[src/rtl/fifo_burst_reader.sv]
// fifo_burst_reader: drains fixed-length bursts from a pre-filled FWFT FIFO onto a valid/ready stream
// and counts the cycles where the FIFO runs dry mid-burst.
module fifo_burst_reader #(
   parameter int DATA_WIDTH = 8,
   parameter int BURST_LEN  = 16,
   parameter int CNT_WIDTH  = 16
) (
   input  logic                  clk,
   input  logic                  rst,
   input  logic                  start,
   input  logic                  loop,
   input  logic                  abort,
   output logic                  fifo_rd_en,
   input  logic [DATA_WIDTH-1:0] fifo_rd_data,
   input  logic                  fifo_empty,
   input  logic                  fifo_prefill_done,
   output logic                  m_valid,
   output logic [DATA_WIDTH-1:0] m_data,
   output logic                  m_last,
   input  logic                  m_ready,
   output logic                  busy,
   output logic                  done,
   output logic                  underrun,
   output logic [CNT_WIDTH-1:0]  stall_cnt
);
   localparam int RW = $clog2(BURST_LEN + 1);
   typedef enum logic [1:0] {IDLE, ARM, STREAM, FLUSH} state_t;
   state_t                 state_q, state_d;
   logic [RW-1:0]          rem_q, rem_d;
   logic                   abort_pend_q, abort_pend_d;
   logic                   valid_q, valid_d, last_q, last_d, done_q, done_d, underrun_q, underrun_d;
   logic [DATA_WIDTH-1:0]  data_q, data_d;
   logic [CNT_WIDTH-1:0]   cnt_q, cnt_d;
   logic                   out_free, stall;
   always_comb begin
      out_free     = !valid_q || m_ready;
      fifo_rd_en   = (state_q == STREAM) && !abort && !fifo_empty && (rem_q != '0) && out_free;
      stall        = (state_q == STREAM) && (rem_q != '0) && fifo_empty && out_free;
      state_d      = state_q;
      rem_d        = fifo_rd_en ? rem_q - RW'(1) : rem_q;
      abort_pend_d = abort_pend_q;
      done_d       = 1'b0;
      underrun_d   = underrun_q | stall;
      cnt_d        = (stall && !(&cnt_q)) ? cnt_q + CNT_WIDTH'(1) : cnt_q;
      data_d       = fifo_rd_en ? fifo_rd_data : data_q;
      valid_d      = fifo_rd_en ? 1'b1 : (m_ready ? 1'b0 : valid_q);
      last_d       = fifo_rd_en ? (rem_q == RW'(1)) : (m_ready ? 1'b0 : last_q);
      case (state_q)
         IDLE: if (start) begin
            state_d      = ARM;
            rem_d        = RW'(BURST_LEN);
            underrun_d   = 1'b0;
            cnt_d        = '0;
            abort_pend_d = 1'b0;
         end
         ARM: begin
            state_d      = abort ? FLUSH : (fifo_prefill_done ? STREAM : ARM);
            abort_pend_d = abort;
         end
         STREAM: begin
            state_d      = (abort || (fifo_rd_en && rem_q == RW'(1))) ? FLUSH : STREAM;
            abort_pend_d = abort;
         end
         FLUSH: if (out_free) begin
            // An aborted burst never re-arms and never reports done
            done_d       = !abort_pend_q;
            abort_pend_d = 1'b0;
            state_d      = (loop && !abort_pend_q) ? ARM : IDLE;
            rem_d        = (loop && !abort_pend_q) ? RW'(BURST_LEN) : rem_q;
         end
         default: state_d = IDLE;
      endcase
   end
   always_ff @(posedge clk or posedge rst) begin
      if (rst) begin
         state_q      <= IDLE;
         rem_q        <= '0;
         abort_pend_q <= 1'b0;
         valid_q      <= 1'b0;
         data_q       <= '0;
         last_q       <= 1'b0;
         done_q       <= 1'b0;
         underrun_q   <= 1'b0;
         cnt_q        <= '0;
      end else begin
         state_q      <= state_d;
         rem_q        <= rem_d;
         abort_pend_q <= abort_pend_d;
         valid_q      <= valid_d;
         data_q       <= data_d;
         last_q       <= last_d;
         done_q       <= done_d;
         underrun_q   <= underrun_d;
         cnt_q        <= cnt_d;
      end
   end
   assign m_valid   = valid_q;
   assign m_data    = data_q;
   assign m_last    = last_q;
   assign busy      = state_q != IDLE;
   assign done      = done_q;
   assign underrun  = underrun_q;
   assign stall_cnt = cnt_q;
endmodule
[config.mk]
export PLATFORM = sky130hd
export DESIGN_NAME = fifo_burst_reader
export DESIGN_NICKNAME = d
export VERILOG_FILES = /design/src/rtl/fifo_burst_reader.sv
export SDC_FILE = /design/constraint.sdc
export NUM_CORES = 1
export LEC_CHECK = 0
export ABC_CLOCK_PERIOD_IN_PS = 2300
export CORE_UTILIZATION = 50
export CTS_CLUSTER_DIAMETER = 80
export CTS_CLUSTER_SIZE = 8
export DETAILED_ROUTE_END_ITERATION = 10
export GPL_TIMING_DRIVEN = 0
export PLACE_DENSITY_LB_ADDON = 0.3
export SYNTH_ARGS = -nofsm -noshare
export SYNTH_HDL_FRONTEND = slang
export SYNTH_SLANG_ARGS = --single-unit
[constraint.sdc]
create_clock -name clk -period 2.3 [get_ports clk]
set_clock_uncertainty 0.2 [all_clocks]
set_input_delay 0.23 -clock clk [delete_from_list [all_inputs] [get_ports clk]]
set_output_delay 0.23 -clock clk [all_outputs]
set_load 0.02 [all_outputs]
Yosys cells after proc, flatten, opt, wreduce, memory -nomap -nowiden
Index checks and enable logic that the tools add are counted.

cells by class
  bitwise operators = 1
  add/sub/neg operators = 2
  eq/ne operators = 7
  muxes and demuxes = 25
  reduce and logical (&&, ||, !) cells = 24

operators by type and width
  cell                   count
  $mux 16                3
  $mux 5                 4
  $add 16x1->16 const B  1
  $reduce_and 16->1      1
  $mux 1                 11
  $logic_and 1x1->1      10
  $pmux 5 s2             1
  $mux 2                 4
  $pmux 2 s4             1
  $eq 5x1->1 const B     1
  $logic_not 1->1        5
  $reduce_bool 5->1      1
  $sub 5x1->5 const B    1
  $eq 2x2->1 const B     2
  $ne 2x2->1 const B     2
  $reduce_bool 2->1      2
  $ne 3x3->1 const B     1
  $pmux 1 s3             1
  $eq 2x1->1 const B     1
  $logic_not 2->1        1
  $logic_or 1x1->1       2
  $reduce_and 2->1       1
  $reduce_or 2->1        1
  $or 1x1->1             1

word-level totals
  input bits = 16
  output and inout port bits = 30
  bits in registers = 36
  word-level logic and storage cells = 68

Logic depth before layout (Yosys ltp)
  depth after elaboration = 9
  depth in mapped cells = 9
  depth with buffers taken out = 7

Worst setup path before layout
Ideal clock, no wire load.

  kind = register -> register
  start point = register rem_q[0]
  end point = register rem_q[3]
  required time = 1973 ps
  clock period less this slack = 2070 ps
  cell stages (with the launch flop) = 10
  arrival = 1743 ps
  slack = 230 ps
  library setup time = 127 ps
  path buffers = 2
  cell sequence = dfrtp_1 inv_1 ha_1 or4b_1 buf_4 nand4_4 inv_2 buf_2 nand4b_1 nand3_1

on the way
  word-level cells in the longest chain between the ends = 6
  elaborated cells on any way between the ends = 8
  those cells by class = 1 x add/sub; 4 x mux; 3 x reduce/logical

ends and longest elaborated chain
  element                            line    RTL
  start: declaration                 29      logic [RW-1:0] rem_q, rem_d;
  start signal: assignment           87      rem_q <= rem_d;
  $reduce_bool 5->1 *                37      fifo_rd_en = (state_q == STREAM) && !abort && !fifo_empty && (rem_q != '0) && out_free;
  $logic_and 1x1->1 * (2 in series)  37
  net fifo_rd_en                     13      output logic fifo_rd_en,
  $mux 5 *                           40      rem_d = fifo_rd_en ? rem_q - RW'(1) : rem_q;
  $mux 5 (on tied branches)          64, 49
  $pmux 5 s2 *                       48      case (state_q)

Mark *: on every way through the listed nets, which the timed path passes. The rest lies on a longest branch.
A chain may end at the register's enable or synchronous reset.

Final worst setup path
  start point = register rem_q[1]
  end point = output fifo_rd_en

on the way
  word-level cells in the longest chain between the ends = 3

ends and longest elaborated chain
  element                          line
  $reduce_bool 5->1                37
  $logic_and 1x1->1 (2 in series)  37
  end: declaration                 13

Every way passes these cells.

==> key figures <==
Run status
  – Status: finished, final reports clean

Route
  – Met3 Routed Length: 357 um
  – Vias per cell: 5.93
  – Uppermost routed layer: met4
  – DRT Pass-1 Iters: 4
  – Detailed-route via count: 1,982
  – Drt drc: 0
  – Post-DRT Antenna Nets: 0
  – Met2 WL post-DR: 2360 um
  – Overall routed net length: 5170 um
  – M1 wire length: 2350 um
  – Wire length per cell: 15.5 um
  – 1st-iter DRT viols: 167

Clocking
  – Clock root buffer: clkbuf_8
  – TritonCTS clock tree: yes
  – H-tree levels: 2
  – Hold buffer count at CTS: 0
  – Max Root-Sink Buffers: 2
  – Clk_lat worst skew: 290 ps
  – # clock sinks: 36
  – TritonCTS Buffers: 5
  – CTS clk-pin slew, worst paths: 70 ps

Synth
  – FFs w/ async S/R, synth: 1.00
  – Area share of the largest cell type after synthesis: 0.431
  – FF+latch count, synth: 36
  – Ys Warns: 0
  – Post-Synthesis Cells: 226
  – Post-synthesis cell area: 0.00209 mm^2
  – Yosys top cell by area: dfrtp_1
  – Most common cell in the netlist: nand2_1
  – Syn Nets: 250
  – Synth top cells by count: nand2_1, dfrtp_1, a21oi_1
  – Top post-synthesis cells by area: dfrtp_1, nand2_1, ha_1
  – Synth Area per Inst: 9.25 um^2
  – Number of synthesized flops with an enable pin: 0
  – Synth cell types: 47
  – Sequential area share after synthesis: 0.431
  – Main synth FF type: dfrtp_1

Layout
  – Share of layout cells above drive strength 1: 0.120
  – Antenna cells: 0
  – Filler cells: 327
  – Final nets: 307
  – Storage cell area: 901 um^2
  – Multi-input gate area: 0.00111 mm^2
  – Area growth syn-to-layout: 33.1%
  – Final std cells w/o fill: 334

Power and ir drop
  – PD cells: 906 mW/mm^2
  – Clk pwr share: 0.182
  – Tot Pwr: 2520 uW
  – Leakage Power: 0.00124 uW
  – Max IR drop VDD: 0.737 mV
  – Sequential fraction of design power: 0.348
  – Comb pwr share: 0.470
  – Sw frac: 0.389
  – Net Sw Power: 980 uW
  – Cell Int Power: 1540 uW

Placement
  – DP Cell Count: 322
  – DP HPWL: 3590 um
  – Routability cong.: 0.835
  – Port-buffer cells: 45

GRT
  – Grt total ovfl: 0
  – Total GRT Usage: 0.253
  – Largest net degree at the start of global routing: 24
  – First-pass GRT wire length: 8320 um
  – Initial antenna violation count: 0
  – Vias in the first global route: 1,726

Timing
  – Worst-margin pin slew: 641 ps
  – Fmax: 0.446 GHz
  – Max Slew Vio Count: 0
  – Post-route setup TNS: 0 ps
  – Final Hold Fails: 0
  – Slew headroom: 0.572
  – Tcrit/Tclk final: 0.975
  – Final-report setup violation count: 0
  – Min Tclk post-route: 2240 ps

Setup path
  – Reg2reg setup slack: 140 ps
  – Buf/Inv on CP: 3
  – Worst Setup Path Type: reg2out
  – Critical Path End Type: output port
  – Top Family by Delay on Critical Path: simple AND/OR/NAND/NOR gates
  – Crit start category: flop
  – Required time of the critical path: 1870 ps
  – CP max stage delay: 530 ps
  – WP data arrival: 1810 ps
  – Critical path fanouts, max: 11
  – CP max stage cell: or4b_4
  – CP cell instances: inv_2, ha_4, or4b_4, nand4_4, inv_4, buf_4

Floorplan
  – Die width: 66.7 um
  – Core area: 0.00400 mm^2
  – Initial Util: 0.523
  – Full die area: 0.00444 mm^2
  – Chip Height: 66.7 um
  – # IOs: 46
  – FP Rows: 23

Min path
  – Worst min-delay path class: in2async

Job
  – Maximum capacitance violations: 0
power by group through the flow:
stage               combinational [uW]  sequential (uW)  clock, uW
global placement                  1080              871          0
detailed placement                1100              877          0
floorplan                          619              969          0
CTS                               1140              870        474
global route                      1290              897        507
finish                            1190              878        458
kinds of logic (layout without fill, tap and decap cells):
| group | Yosys count | count (layout) | synth area share |
|---|---|---|---|
| buffers and inverters | 21 | 79 | 0.0497 |
| adders and majority gates | 8 | 8 | 0.0479 |
| DFF | 36 | 36 | 0.431 |
| and+or+nand+nor | 107 | 107 | 0.297 |
| AOI/OAI and AO/OA | 52 | 52 | 0.165 |
| muxes | 2 | 2 | 0.00958 |
registers in the layout (all words and copies together) (netlist names), named ones only:
name / count
state_q: 1
done: 1
rem_q: 5
underrun: 1
m_valid: 1
stall_cnt: 16
abort_pend_q: 1
m_data: 8
m_last: 1
per-stage QoR:
| step | setup WS [ps] | hold slack, ps | utilization | cell area [um^2] |
|---|---|---|---|---|
| after detailed placement | -366 | 263 | 0.658 | 2630 |
| final | 58.6 | 121 | 0.696 | 2780 |
| after global placement | -361 | 257 | 0.651 | 2600 |
| after floorplan | 230 | 135 | - | 2090 |
| after global routing | -8.07 | 173 | 0.696 | 2780 |
| after CTS | -50.5 | 135 | 0.685 | 2740 |
final timing paths:
kind	cells after the start	startpoint	to
worst max-delay path	6	rem_q[1]	fifo_rd_en
worst min-delay path	2	rst	stall_cnt[11]
worst max register to register	7	state_q[0]	stall_cnt[9]
worst min register to register	2	m_data[7]	m_data[7]
max in group asynchronous	3	rst	rem_q[0]
min in group clk	3	fifo_rd_data[5]	m_data[5]
layout by cell type, fill, tap and decap left out, types with 3 or more instances in the layout:
cell type,n
inv_2,3
a21oi_1,14
nand3_1,10
o21ai_1,4
clkdlybuf4s50_1,44
nor3_1,4
dfrtp_1,36
o21ai_0,5
or4_1,11
ha_1,6
o22ai_1,3
buf_4,7
nand2b_1,6
o31ai_1,10
o211ai_1,3
and2_1,3
clkbuf_1,3
nand2_1,38
buf_2,4
clkbuf_8,6
nor2_1,7
inv_1,7
nand4_1,7
and3_1,3
per-layer routing:
layer  track usage  vias to the layer above
li1              -                      953
met1         0.337                      941
met2         0.390                       80
met3        0.0771                        8
met4        0.0771                        0
met5             0                        -
cell type report:
cell class	count	share of cell area
plain buffers	8	0.0180
clock buffers	8	0.0324
inverters	11	0.0157
multi-input cells	169	0.401
flip-flops and latches	36	0.324
well taps	50	0.0225
repair buffers	52	0.187
timing repair:
| action | in CTS | in global routing |
|---|---|---|
| endpoints found under the setup margin | 5 | 14 |
| pin swaps | 0 | 1 |
| gates resized for setup | 10 | 6 |
| setup buffers | 2 | 4 |
| endpoints found under the hold margin | 0 | 0 |
Power figures use the tool's default switching activity.
